===== src/rtl/mmio_uart_tx.sv =====
// mmio_uart_tx: memory-mapped UART transmitter (TXDATA/STATUS/BAUDDIV) with a small transmit FIFO.
// Define UART_TX_PARITY_EN to append an even-parity bit to every frame.
module mmio_uart_tx #(
  parameter int FIFO_DEPTH  = 4,
  parameter int DEFAULT_DIV = 16
) (
  input  logic        clk,
  input  logic        rst_n,
  input  logic        wen,
  input  logic        ren,
  input  logic [7:0]  addr,
  input  logic [31:0] wdata,
  output logic [31:0] rdata,
  output logic        tx
);
  localparam int PW = $clog2(FIFO_DEPTH);
  localparam int CW = PW + 1;
  localparam logic [7:0] ADDR_TXDATA  = 8'h00;
  localparam logic [7:0] ADDR_STATUS  = 8'h04;
  localparam logic [7:0] ADDR_BAUDDIV = 8'h08;

`ifdef UART_TX_PARITY_EN
  typedef enum logic [2:0] {S_IDLE, S_START, S_DATA, S_PARITY, S_STOP} state_e;
  localparam logic PARITY_EN = 1'b1;
`else
  typedef enum logic [2:0] {S_IDLE, S_START, S_DATA, S_STOP} state_e;
  localparam logic PARITY_EN = 1'b0;
`endif

  state_e        state_q, state_d;
  logic [7:0]    fifo_mem [FIFO_DEPTH];
  logic [PW-1:0] wr_ptr_q, rd_ptr_q;
  logic [CW-1:0] count_q, count_d;
  logic [7:0]    shift_q, shift_d;
  logic [2:0]    bit_idx_q, bit_idx_d;
  logic [15:0]   timer_q, timer_d;
  logic [15:0]   div_q, div_d;
  logic          ovf_q, ovf_d;
  logic          tx_q, tx_d;
  logic [31:0]   rdata_q, rdata_d;
  logic [31:0]   status;
  logic [15:0]   reload;
  logic          push_req, push, pop, fifo_full, fifo_empty, bit_end;
  logic          unused_wdata;

  assign fifo_full    = (count_q == CW'(FIFO_DEPTH));
  assign fifo_empty   = (count_q == '0);
  assign push_req     = wen && (addr == ADDR_TXDATA);
  assign push         = push_req && !fifo_full;
  assign bit_end      = (timer_q == '0);
  // A divisor of 0 behaves like 1, so both reload the timer with 0.
  assign reload       = (div_q == 16'd0) ? 16'd0 : div_q - 16'd1;
  assign unused_wdata = ^wdata[31:16];

  always_comb begin
    state_d   = state_q;
    timer_d   = timer_q;
    bit_idx_d = bit_idx_q;
    shift_d   = shift_q;
    tx_d      = tx_q;
    pop       = 1'b0;
    if (state_q != S_IDLE && !bit_end) timer_d = timer_q - 16'd1;
    case (state_q)
      S_IDLE: begin
        if (!fifo_empty) begin
          pop     = 1'b1;
          shift_d = fifo_mem[rd_ptr_q];
          state_d = S_START;
          timer_d = reload;
          tx_d    = 1'b0;
        end
      end
      S_START: begin
        if (bit_end) begin
          state_d   = S_DATA;
          bit_idx_d = 3'd0;
          timer_d   = reload;
          tx_d      = shift_q[0];
        end
      end
      S_DATA: begin
        if (bit_end) begin
          timer_d = reload;
          if (bit_idx_q == 3'd7) begin
`ifdef UART_TX_PARITY_EN
            state_d = S_PARITY;
            tx_d    = ^shift_q;
`else
            state_d = S_STOP;
            tx_d    = 1'b1;
`endif
          end else begin
            bit_idx_d = bit_idx_q + 3'd1;
            tx_d      = shift_q[bit_idx_q + 3'd1];
          end
        end
      end
`ifdef UART_TX_PARITY_EN
      S_PARITY: begin
        if (bit_end) begin
          state_d = S_STOP;
          timer_d = reload;
          tx_d    = 1'b1;
        end
      end
`endif
      S_STOP: begin
        // Chain straight into the next start bit so queued bytes leave no idle gap.
        if (bit_end) begin
          if (!fifo_empty) begin
            pop     = 1'b1;
            shift_d = fifo_mem[rd_ptr_q];
            state_d = S_START;
            timer_d = reload;
            tx_d    = 1'b0;
          end else begin
            state_d = S_IDLE;
            tx_d    = 1'b1;
          end
        end
      end
      default: begin
        state_d = S_IDLE;
        tx_d    = 1'b1;
      end
    endcase
  end

  always_comb begin
    count_d = count_q;
    if (push && !pop) count_d = count_q + CW'(1);
    else if (pop && !push) count_d = count_q - CW'(1);

    ovf_d = ovf_q;
    if (wen && addr == ADDR_STATUS) ovf_d = 1'b0;
    if (push_req && fifo_full) ovf_d = 1'b1;

    div_d = div_q;
    if (wen && addr == ADDR_BAUDDIV) div_d = wdata[15:0];

    status      = '0;
    status[0]   = (state_q != S_IDLE);
    status[1]   = fifo_full;
    status[2]   = fifo_empty;
    status[3]   = ovf_q;
    status[7:4] = 4'(count_q);
    status[8]   = PARITY_EN;

    rdata_d = '0;
    case (addr)
      ADDR_STATUS:  rdata_d = status;
      ADDR_BAUDDIV: rdata_d = {16'd0, div_q};
      default:      rdata_d = '0;
    endcase
  end

  always_ff @(posedge clk or negedge rst_n) begin
    if (!rst_n) begin
      state_q   <= S_IDLE;
      wr_ptr_q  <= '0;
      rd_ptr_q  <= '0;
      count_q   <= '0;
      shift_q   <= '0;
      bit_idx_q <= '0;
      timer_q   <= '0;
      div_q     <= 16'(DEFAULT_DIV);
      ovf_q     <= 1'b0;
      tx_q      <= 1'b1;
      rdata_q   <= '0;
    end else begin
      state_q   <= state_d;
      count_q   <= count_d;
      shift_q   <= shift_d;
      bit_idx_q <= bit_idx_d;
      timer_q   <= timer_d;
      div_q     <= div_d;
      ovf_q     <= ovf_d;
      tx_q      <= tx_d;
      if (push) wr_ptr_q <= wr_ptr_q + PW'(1);
      if (pop) rd_ptr_q <= rd_ptr_q + PW'(1);
      if (ren) rdata_q <= rdata_d;
    end
  end

  always_ff @(posedge clk) begin
    if (push) fifo_mem[wr_ptr_q] <= wdata[7:0];
  end

  assign rdata = rdata_q;
  assign tx    = tx_q;
endmodule


===== config.mk =====
export PLATFORM = sky130hd
export DESIGN_NAME = mmio_uart_tx
export DESIGN_NICKNAME = d
export VERILOG_FILES = /design/src/rtl/mmio_uart_tx.sv
export SDC_FILE = /design/constraint.sdc
export NUM_CORES = 1
export LEC_CHECK = 0
export CORE_ASPECT_RATIO = 0.5
export CORE_MARGIN = 3
export CORE_UTILIZATION = 35
export CTS_CLUSTER_DIAMETER = 80
export DETAILED_ROUTE_END_ITERATION = 8
export PLACE_DENSITY = 0.68
export REMOVE_ABC_BUFFERS = 1
export SETUP_SLACK_MARGIN = 0.5
export SLEW_MARGIN = 0
export SYNTH_ARGS = -nofsm -noshare
export SYNTH_HDL_FRONTEND = slang
export SYNTH_SLANG_ARGS = --single-unit

===== constraint.sdc =====
create_clock -name clk -period 7.24 [get_ports clk]
set_input_delay 1.448 -clock clk [delete_from_list [all_inputs] [get_ports clk]]
set_output_delay 1.448 -clock clk [all_outputs]
set_load 0.05 [all_outputs]

## Word level (Yosys, flattened, before mapping)

Memory sizes are Yosys's and may differ from the RTL's.
Cells that the tools add are included.

| storage, ports and cells | value |
|---|---|
| flip-flop bits (word level) | 87 |
| memory bits (writable) | 32 |
| bits of input ports | 44 |
| output and inout port bits | 33 |
| word-level logic and storage cells | 99 |
| memories | 1 |

Memories:

| name | depth | width | read ports | clocked after memory_dff | write ports | RTL line | text |
|---|---|---|---|---|---|---|---|
| fifo_mem | 4 | 8 | 1 | 0 | 1 | 31 | `logic [7:0] fifo_mem [FIFO_DEPTH];` |

| cells by class | value |
|---|---|
| add/sub/neg operators | 7 |
| magnitude comparators | 1 |
| equal/unequal tests | 13 |
| multiplexer cells | 39 |
| reduce and logical (&&, ||, !) cells | 27 |

Operators by type and width:

| kind | number |
|---|---|
| 16-bit 2-to-1 mux | 5 |
| 16-bit one-hot mux with 3 select lines | 1 |
| 16-bit logical NOT | 2 |
| 16-bit one-hot mux with 2 select lines | 1 |
| 16-bit by 1-bit subtractor with 16-bit output, second input constant | 2 |
| 3-bit 2-to-1 mux | 10 |
| 8-bit 2-to-1 mux | 2 |
| 8-bit one-hot mux with 2 select lines | 1 |
| 1-bit 2-to-1 mux | 14 |
| 2-bit != test, second input constant | 6 |
| 3-bit one-hot mux with 4 select lines | 1 |
| 8-bit by 3-bit equality test with 1-bit output, second input constant | 1 |
| 8-bit by 4-bit equality test with 1-bit output, second input constant | 1 |
| 1-bit logical AND | 8 |
| 8-bit logical NOT | 1 |
| 4-bit AND reduction | 2 |
| 2-bit nonzero test | 4 |
| 3-bit by 1-bit adder with 3-bit output, second input constant | 2 |
| 3-bit by 2-bit equality test with 1-bit output, second input constant | 2 |
| 3-bit equality test, second input constant | 2 |
| 3-bit logical NOT | 2 |
| 3-bit one-hot mux with 2 select lines | 1 |
| 5-bit AND reduction | 1 |
| 2-bit by 1-bit adder with 2-bit output, second input constant | 2 |
| other kinds (10) | 13 |

## Longest topological paths before layout

Gate-level depths: netlist of run 1.

| depth | value |
|---|---|
| depth in word-level cells | 7 |
| gate-level depth with buffers | 13 |
| gate-level depth less buffers | 12 |

## Worst setup path after synthesis of run 1

No wires, ideal clock.

| path | value |
|---|---|
| kind | input-to-reg |
| from | input port addr[5] |
| to | register count_q[2] |
| library setup time | 0.079 ns |
| data arrival time | 3.482 ns |
| required time | 7.161 ns |
| path slack | 3.679 ns |
| stages on the path | 10 |
| buffers on the path | 0 |
| cells stage by stage | nor4_1 > nand2_1 > nor3b_1 > nor3b_2 > ha_1 > inv_1 > fa_1 > xor2_1 > nor2_1 > xor2_1 |

| between the ends | value |
|---|---|
| word-level cells in the longest chain between the ends | 6 |
| elaborated cells on any way between the ends | 8 |

RTL lines:

| item | RTL line | text |
|---|---|---|
| from (decl) | 11 | `input logic [7:0] addr,` |
| 8-bit logical NOT (*) | 48 | `assign push_req = wen && (addr == ADDR_TXDATA);` |
| 1-bit logical AND (*) | 48 |  |
| 1-bit logical AND (*) | 49 | `assign push = push_req && !fifo_full;` |
| via push | 43 | `logic push_req, push, pop, fifo_full, fifo_empty, bit_end;` |
| 1-bit logical NOT | 132 | `else if (pop && !push) count_d = count_q - CW'(1);` |
| 1-bit logical AND | 132 |  |
| 2-bit nonzero test (no line) | -- |  |
| to (signal assigned) | 172 | `count_q <= count_d;` |
| to (decl) | 33 | `logic [CW-1:0] count_q, count_d;` |

The timed path passes the listed nets; every way through them passes the cells marked *.
A chain may end at the register's enable or synchronous reset.

## Worst setup path in the final report of run 1

| path | value |
|---|---|
| from | input port addr[5] |
| to | register div_q[8] |

| between the ends | value |
|---|---|
| word-level cells in the longest chain between the ends | 2 |

RTL lines:

| item | RTL line | text |
|---|---|---|
| 8-bit by 4-bit equality test with 1-bit output | 139 | `if (wen && addr == ADDR_BAUDDIV) div_d = wdata[15:0];` |
| 1-bit logical AND | 139 |  |
| to (signal assigned) | 166 | `div_q <= 16'(DEFAULT_DIV);` |
| to (signal assigned) | 176 | `div_q <= div_d;` |
| to (decl) | 37 | `logic [15:0] div_q, div_d;` |

Every way passes these cells.

==> flow_metrics.env, run 1 <==
export IMPL_drv_slew=0
export IMPL_slew_headroom=0.104
export IMPL_path_cells="clkdlybuf4s50_1 > nor4_1 > nand2_1 > nor3b_2 > nand2_2 > mux2_2"
export IMPL_cts_resized=0
export IMPL_crit_end="div_q[8]"
export IMPL_hold_viol=0
export IMPL_netlist_area_um2=5130
export IMPL_grt_overflow=0
export IMPL_leakagePower_nw=2.38
export IMPL_drive_gt1_frac=0.164
export IMPL_cp_arrival_ps=4160
export IMPL_whs_ps=508
export IMPL_grt_pass1_wl_um=18100
export IMPL_place_inst=632
export IMPL_drt_first_pass_iters=4
export IMPL_ys_seq_area_frac=0.529
export IMPL_ir_drop_mv=0.116
export IMPL_async_reset_ff_frac=0.686
export IMPL_timing_final_crit_share=0.543
export IMPL_cts_setup_buffers=0
export IMPL_powerDensity_nw_per_um2=352
export IMPL_wl_per_cell_um=16.6
export IMPL_rsz0062_at_grt="no"
export IMPL_r2r_end="count_q[1]"
export IMPL_viasPerCell=5.02
export IMPL_cp_slowest_stage_delay_ps=950
export IMPL_syn_area_per_cell_um2=12.5
export IMPL_ant_nets=0
export IMPL_ys_seq_elements=102
export IMPL_rows=30
export IMPL_reg2reg_slack_ps=4140
export IMPL_ys_types=55
export IMPL_synthMuxAreaShare=0.111
export IMPL_htree_levels=3
export IMPL_synth_adder_area_share=0.0405
export IMPL_hold_class="reg2reg"
export IMPL_synth_compound_area_frac=0.0858
export IMPL_hold_path_startpoint="shift_q[7]"
export IMPL_area_delta_synth_final_pct=16.4
export IMPL_clk_pin_slew_ps=70
export IMPL_numPortBuffers=44
export IMPL_core_area_um2=13900
export IMPL_ys_flop_type="dfrtp_1"
export IMPL_die_w_um=177
export IMPL_ys_warn_count=0
export IMPL_root_buffer="clkbuf_16"
export IMPL_crit_path_start_kind="input port"
export IMPL_vias=3254
export IMPL_boundaryPins=77
export IMPL_synth_top_family_by_area="simple AND/OR/NAND/NOR gates"
export IMPL_crit_buf_inv=1
export IMPL_stdcell_count=648
export IMPL_synthesis_instances=411
export IMPL_worstSetupStartpoint="addr[5]"
export IMPL_place_ws_ps=2930
export IMPL_synthXorXnorAreaFrac=0.0563
export IMPL_cp_depth=6
export IMPL_grt_pass1_vias=3342
export IMPL_maxCapViolCount=0
export IMPL_drt_first_iter_violations=283
export IMPL_rr_worst_depth=10
export IMPL_min_period_ps=3930
export IMPL_endpoint_kind="register"
export IMPL_holdBufCountCts=0
export IMPL_die_area_um2=16200
export IMPL_r2r_start="timer_q[0]"
export IMPL_numCtsBuffers=9
export IMPL_tritoncts="done"
export IMPL_tightest_slew_ps=1320
export IMPL_clkSinkCount=102
export IMPL_required_ps=7470
export IMPL_nNetsFinal=511
export IMPL_dp_hpwl_um=7570
export IMPL_timing_fmax_mhz=254
export IMPL_routed_wl_um=10800
export IMPL_die_y_um=91.6
export IMPL_finClkSkew_ps=9.43
export IMPL_timing_final_ws_setup_ps=3310
export IMPL_crit_path_max_fanout=17
export IMPL_insertion_delay_ps=350
export IMPL_antenna_found_initial=0
export IMPL_crit_family="simple AND/OR/NAND/NOR gates"
export IMPL_outcome="finished, final reports clean"
export IMPL_start_util=0.369
export IMPL_synth_edf_count=32
export IMPL_routabilityCongestion=0.778
export IMPL_track_usage=0.142
export IMPL_num_antenna_cells=0
export IMPL_clockBufferDepth=2
export IMPL_setup_tns_ps=0
export IMPL_synth_simple_gate_area_share=0.124
export IMPL_cp_slowest_cell="nor3b_2"
export IMPL_grt_max_degree=71
export IMPL_drc_errors=0
export IMPL_worstSetupPathType="in2reg"
export IMPL_setup_violations=0
metal layers:
layer  vias up  part of all wire  track usage
met5         -                 0            0
met4         0             0.010       0.0359
met3        11             0.038       0.0331
met2        67              0.46        0.213
met1      1617              0.49        0.208
li1       1559                 -            -
synthesized netlist by cell type, drive strengths merged, types with 14 or more instances:
| cell type | instances | area share |
|---|---|---|
| a21oi | 16 | 0.016 |
| buf | 23 | 0.031 |
| o21ai | 14 | 0.016 |
| dfrtp | 68 | 0.33 |
| nand3 | 15 | 0.015 |
| mux2 | 29 | 0.064 |
| o22ai | 17 | 0.023 |
| xnor2 | 16 | 0.027 |
| xor2 | 17 | 0.029 |
| edfxtp | 32 | 0.19 |
| inv | 20 | 0.015 |
| ha | 15 | 0.037 |
| nor2 | 21 | 0.015 |
per-stage QoR:
stage                     cell area [um2]   util  power, mW
final                                5980  0.429       2.11
after global routing                 5980  0.429       2.25
after CTS                            5980  0.429       2.12
after detailed placement             5680  0.408       1.62
after global placement               5680  0.408       1.60
after floorplan                      5000      -       1.42
final cells by class:
| class | count | area (um2) |
|---|---|---|
| timing repair buffer | 45 | 443 |
| sequential | 102 | 2720 |
| multi-input combinational | 273 | 2210 |
| fill | 1291 | 7950 |
| clock buffer | 10 | 229 |
| tap | 192 | 240 |
| clock inverter | 6 | 67.6 |
| inverter | 20 | 75.1 |
power by group:
group / total (mW) / switching, mW / internal (mW)
logic: 0.806 / 0.428 / 0.378
clock network: 0.488 / 0.217 / 0.271
registers: 0.812 / 0.117 / 0.695
total: 2.11 / 0.762 / 1.34
worst min-delay path by stage:
stage	slack [ps]	depth (start not counted)	to
3_5_place_dp	500	1	shift_q[1]
3_3_place_gp	490	1	shift_q[2]
5_1_grt	520	1	shift_q[5]
2_1_floorplan	480	1	shift_q[4]
6_report	510	1	shift_q[7]
4_1_cts	510	1	shift_q[1]
state kept, by name, indices dropped and copies added, names as in the netlist:
| name | count |
|---|---|
| wr_ptr_q | 2 |
| count_q | 3 |
| timer_q | 16 |
| bit_idx_q | 3 |
| ovf_q | 1 |
| shift_q | 8 |
| fifo_mem | 32 |
| state_q | 2 |
| div_q | 16 |
| rdata | 16 |
| rd_ptr_q | 2 |
| tx | 1 |
kinds of logic after synthesis:
kind of cell | after synthesis
compound gates | 65
xor+xnor | 33
fa+ha+maj | 16
buf+inv | 51
flops | 102
mux | 41
other cells | 1
simple gates | 102
cells in the final DEF (no fill, tap or decap), types with 4 or more instances in the layout:
cell / netlist / final
nor3b_1: 4 / 4
o22ai_1: 15 / 15
nand4b_1: 4 / 4
a22o_1: 6 / 6
and2_1: 4 / 4
nand3_1: 15 / 15
nor4_1: 5 / 5
conb_1: 1 / 16
edfxtp_1: 32 / 32
clkbuf_16: 0 / 9
o21ai_0: 13 / 13
a21oi_1: 16 / 16
xnor2_1: 16 / 16
nor4b_1: 4 / 4
xor2_1: 17 / 17
nor3_1: 7 / 7
nor2_1: 21 / 21
nand4_1: 4 / 4
ha_1: 15 / 15
a22oi_1: 6 / 6
mux2_2: 29 / 29
inv_1: 20 / 20
nand2_1: 10 / 10
clkdlybuf4s50_1: 0 / 43
dfrtp_1: 68 / 68
mux4_2: 10 / 10
(Power assumes the default switching activity.)
==> run 2, diff against run 1 <==
==> constraint.sdc (replaced) <==
create_clock -name clk -period 3.7 [get_ports clk]
set_input_delay 0.74 -clock clk [delete_from_list [all_inputs] [get_ports clk]]
set_output_delay 0.74 -clock clk [all_outputs]
set_load 0.05 [all_outputs]
==> flow_metrics.env, run 2 (synthesis gave the netlist of run 1 again) <==
export IMPL_root_buffer="clkbuf_16"
export IMPL_outcome="finished, final reports clean"
export IMPL_clk_pin_slew_ps=70
export IMPL_rsz0062_at_grt="no"
export IMPL_leakagePower_nw=2.41
export IMPL_powerDensity_nw_per_um2=678
export IMPL_tightest_slew_ps=1010
export IMPL_grt_pass1_wl_um=17400
export IMPL_dp_hpwl_um=7490
export IMPL_place_ws_ps=404
export IMPL_numPortBuffers=44
export IMPL_drc_errors=0
export IMPL_drt_first_iter_violations=210
export IMPL_antenna_found_initial=0
export IMPL_core_area_um2=13900
export IMPL_gr_usage_met2=0.199
export IMPL_start_util=0.369
export IMPL_wl_per_cell_um=16.1
export IMPL_finClkSkew_ps=9.84
export IMPL_track_usage=0.135
export IMPL_whs_ps=507
export IMPL_crit_path_start_kind="input port"
export IMPL_place_inst=639
export IMPL_multiInputGateArea_um2=2210
export IMPL_cts_setup_buffers=0
export IMPL_die_y_um=91.6
export IMPL_rows=30
export IMPL_drv_slew=0
export IMPL_regMostFlops="fifo_mem"
export IMPL_ant_nets=0
export IMPL_clockBufferDepth=2
export IMPL_ir_drop_mv=0.250
export IMPL_fillers=1248
export IMPL_endpoint_kind="register"
export IMPL_grt_overflow=0
export IMPL_insertion_delay_ps=340
export IMPL_die_w_um=177
export IMPL_timing_final_crit_share=0.788
export IMPL_die_area_um2=16200
export IMPL_numCtsBuffers=9
export IMPL_setup_tns_ps=0
export IMPL_grt_pass1_vias=3250
export IMPL_seqCellArea_um2=2720
export IMPL_largest_reg_flops=32
export IMPL_stdcell_count=655
export IMPL_setup_violations=0
export IMPL_cts_resized=0
export IMPL_holdBufCountCts=0
export IMPL_boundaryPins=77
export IMPL_final_cell_mix="dfrtp_1, clkdlybuf4s50_1, edfxtp_1"
export IMPL_area_delta_synth_final_pct=17.0
export IMPL_routed_wl_um=10500
export IMPL_clkSinkCount=102
export IMPL_final_core_util=0.431
export IMPL_drive_gt1_frac=0.179
export IMPL_final_common_cell="dfrtp_1"
export IMPL_viasPerCell=5.04
export IMPL_hold_viol=0
export IMPL_drt_first_pass_iters=4
export IMPL_grt_util_met1=0.201
export IMPL_routabilityCongestion=0.799
export IMPL_vias=3302
export IMPL_gr_usage_met3=0.0352
export IMPL_slew_headroom=0.326
export IMPL_num_antenna_cells=0
export IMPL_tritoncts="done"
export IMPL_nNetsFinal=518
export IMPL_hold_class="reg2reg"
export IMPL_timing_fmax_mhz=343
export IMPL_htree_levels=3
export IMPL_crit_path_max_fanout=3
export IMPL_worstSetupPathType="in2reg"
export IMPL_cp_arrival_ps=3190
export IMPL_timing_final_ws_setup_ps=785
export IMPL_maxCapViolCount=0
export IMPL_min_period_ps=2910
export IMPL_grt_max_degree=71
export IMPL_top_usage_layer="met1"
export IMPL_required_ps=3970
run 2: cell count changes in the layout (fill, tap and decap cells not counted), sizes merged:
cell and delta:
bufinv -1, buf +7, clkinv +1
run 2: final cells by class:
class	instances	share of cell area
Sequential cell	102	0.452
Multi-Input combinational cell	273	0.367
Timing Repair Buffer	52	0.0825
Tap cell	192	0.0400
Clock buffer	10	0.0381
Inverter	20	0.0125
Clock inverter	6	0.00729
run 2: metrics by stage:
step                area (um2)  power, mW
floorplan                 5000       2.78
global placement          5730       3.15
detailed placement        5730       3.19
CTS                       6000       4.08
global route              6000       4.33
finish                    6000       4.07
run 2: critical path: stages:
cell	delay (ps)
clkdlybuf4s50_1	390
nor4_1	260
nand2_1	140
nor3b_1	330
nor3b_2	270
ha_1	210
inv_1	60
fa_1	370
xor2_1	150
nor2_1	110
xor2_1	150
run 2: final timing paths:
path                             from     endpoint  slack, ps  depth (start not counted)
max                           addr[5]   count_q[2]        790                         11
min                        shift_q[4]   shift_q[4]        510                          1
max reg2reg                timer_q[9]   count_q[1]        790                          8
min reg2reg                shift_q[4]   shift_q[4]        510                          1
max in group asynchronous       rst_n    rdata[14]       2510                          2
min in group asynchronous       rst_n  timer_q[10]        580                          2
run 2: power by group:
group	switching, mW	leakage, nW	total, mW	internal [mW]
sequential	0.226	1.19	1.59	1.36
clock	0.429	0.139	0.892	0.463
combinational	0.837	1.08	1.59	0.755
run 2: per-layer routing:
layer  wire (um)  vias up
met1        5390     1660
met3         430        5
met2        4660       64
li1            -     1573
met4          67        0
met5           0        -
==> run 3, diff against run 2 <==
--- a/config.mk
+++ b/config.mk
@@ -10,7 +10,7 @@
 export CORE_UTILIZATION = 35
 export CTS_CLUSTER_DIAMETER = 80
 export DETAILED_ROUTE_END_ITERATION = 8
-export PLACE_DENSITY = 0.68
+export PLACE_DENSITY = 0.7
 export REMOVE_ABC_BUFFERS = 1
 export SETUP_SLACK_MARGIN = 0.5
 export SLEW_MARGIN = 0
==> constraint.sdc (replaced) <==
create_clock -name clk -period 2.65 [get_ports clk]
set_input_delay 0.53 -clock clk [delete_from_list [all_inputs] [get_ports clk]]
set_output_delay 0.53 -clock clk [all_outputs]
set_load 0.05 [all_outputs]
==> flow_metrics.env, run 3 (synthesis gave the netlist of run 1 again) <==
export IMPL_outcome="finished, final reports clean"
export IMPL_drt_first_pass_iters=4
export IMPL_final_cell_mix="dfrtp_1, buf_4, clkdlybuf4s50_1"
export IMPL_required_ps=2890
export IMPL_routed_wl_um=12800
export IMPL_grt_pass1_vias=3617
export IMPL_rr_worst_depth=10
export IMPL_setup_tns_ps=0
export IMPL_boundaryPins=77
export IMPL_clk_pin_slew_ps=70
export IMPL_htree_levels=3
export IMPL_stdcell_count=712
export IMPL_die_area_um2=16200
export IMPL_numPortBuffers=44
export IMPL_timing_fmax_mhz=384
export IMPL_core_area_um2=13900
export IMPL_ant_nets=0
export IMPL_clockBufferDepth=2
export IMPL_leakagePower_nw=2.91
export IMPL_vias=3674
export IMPL_maxCapViolCount=0
export IMPL_tightest_slew_ps=610
export IMPL_tritoncts="done"
export IMPL_largest_reg_flops=32
export IMPL_endpoint_kind="register"
export IMPL_worstSetupPathType="reg2reg"
export IMPL_grt_max_degree=71
export IMPL_start_util=0.369
export IMPL_die_y_um=91.6
export IMPL_whs_ps=182
export IMPL_place_inst=671
export IMPL_grt_pass1_wl_um=19100
export IMPL_hold_class="in2async"
export IMPL_drc_errors=0
export IMPL_timing_final_ws_setup_ps=46.7
export IMPL_postPlaceCellArea_um2=6030
export IMPL_dp_hpwl_um=7790
export IMPL_rsz0062_at_grt="yes"
export IMPL_min_period_ps=2600
export IMPL_hold_viol=0
export IMPL_crit_path_start_kind="register"
export IMPL_r2r_start="timer_q[1]"
export IMPL_root_buffer="clkbuf_16"
export IMPL_num_antenna_cells=0
export IMPL_routabilityCongestion=0.778
export IMPL_insertion_delay_ps=340
export IMPL_timing_final_crit_share=0.982
export IMPL_final_core_util=0.500
export IMPL_antenna_found_initial=0
export IMPL_holdBufCountCts=0
export IMPL_nNetsFinal=575
export IMPL_finClkSkew_ps=10.3
export IMPL_cp_arrival_ps=2840
export IMPL_track_usage=0.148
export IMPL_total_power_mw=7.24
export IMPL_powerDensity_nw_per_um2=1040
export IMPL_numCtsBuffers=9
export IMPL_rows=30
export IMPL_drt_first_iter_violations=300
export IMPL_wl_per_cell_um=17.9
export IMPL_clkSinkCount=102
export IMPL_ir_drop_mv=0.536
export IMPL_place_ws_ps=-345
export IMPL_slew_headroom=0.593
export IMPL_setup_violations=0
export IMPL_regMostFlops="fifo_mem"
export IMPL_area_delta_synth_final_pct=35.6
export IMPL_design_area_um2=6960
export IMPL_viasPerCell=5.16
export IMPL_r2r_end="count_q[1]"
export IMPL_drive_gt1_frac=0.350
export IMPL_crit_path_max_fanout=3
export IMPL_reg2reg_slack_ps=50
export IMPL_die_w_um=177
export IMPL_drv_slew=0
export IMPL_grt_overflow=0
export IMPL_final_common_cell="dfrtp_1"
## run 3: cell count changes in the layout (fill, tap and decap cells not counted), moves of 7 or more
| cell | change |
|---|---|
| mux2_4 | +9 |
| buf_12 | +8 |
| o22ai_2 | +9 |
| buf_4 | +39 |
| buf_6 | +7 |
| o22ai_1 | -12 |
| mux2_2 | -9 |
| clkdlybuf4s50_1 | -7 |
## run 3: power breakdown
group | switching, mW | total, mW | internal [mW]
Combinational | 1.74 | 3.65 | 1.91
Clock | 0.603 | 1.38 | 0.775
Sequential | 0.314 | 2.21 | 1.90
Total | 2.65 | 7.24 | 4.59
## run 3: worst max-delay path, cell delays in order, from the launching register on
cell	delay [ps]
dfrtp_1	410
inv_2	90
ha_4	140
nor4b_4	230
and4_4	300
a21oi_4	70
or3_4	370
ha_4	180
inv_2	50
fa_1	390
mux2_2	260
## run 3: layer usage
metal,up-vias,track usage,share of wire
met5,-,0,0
met4,0,0.0398,0.012
met3,15,0.0302,0.050
met2,104,0.234,0.49
met1,1867,0.208,0.45
li1,1688,-,-
## run 3: what timing repair did
item,CTS,global route
gates resized for setup,26,68
setup buffers,15,7
setup endpoints to repair,64,78
pin swaps,14,27
gates cloned,0,3
## run 3: layout make-up
class	instances	area, um2
fillers	1136	6970
flip-flops and latches	102	2720
repair buffers	108	1060
inverters	20	75.1
well taps	192	240
clock inverters	5	63.8
multi-input cells	274	2560
clock buffers	11	244
## run 3: worst max-delay path by stage
stage                  to       start  cells after the start  slack (ps)
3_5_place_dp   count_q[2]     addr[5]                     11        -350
4_1_cts        count_q[1]  timer_q[1]                     10          80
3_3_place_gp   count_q[2]     addr[5]                     11        -310
2_1_floorplan  count_q[1]  timer_q[0]                     10         -30
6_report       count_q[1]  timer_q[1]                     10          50
5_1_grt        count_q[1]  timer_q[1]                     10         -50
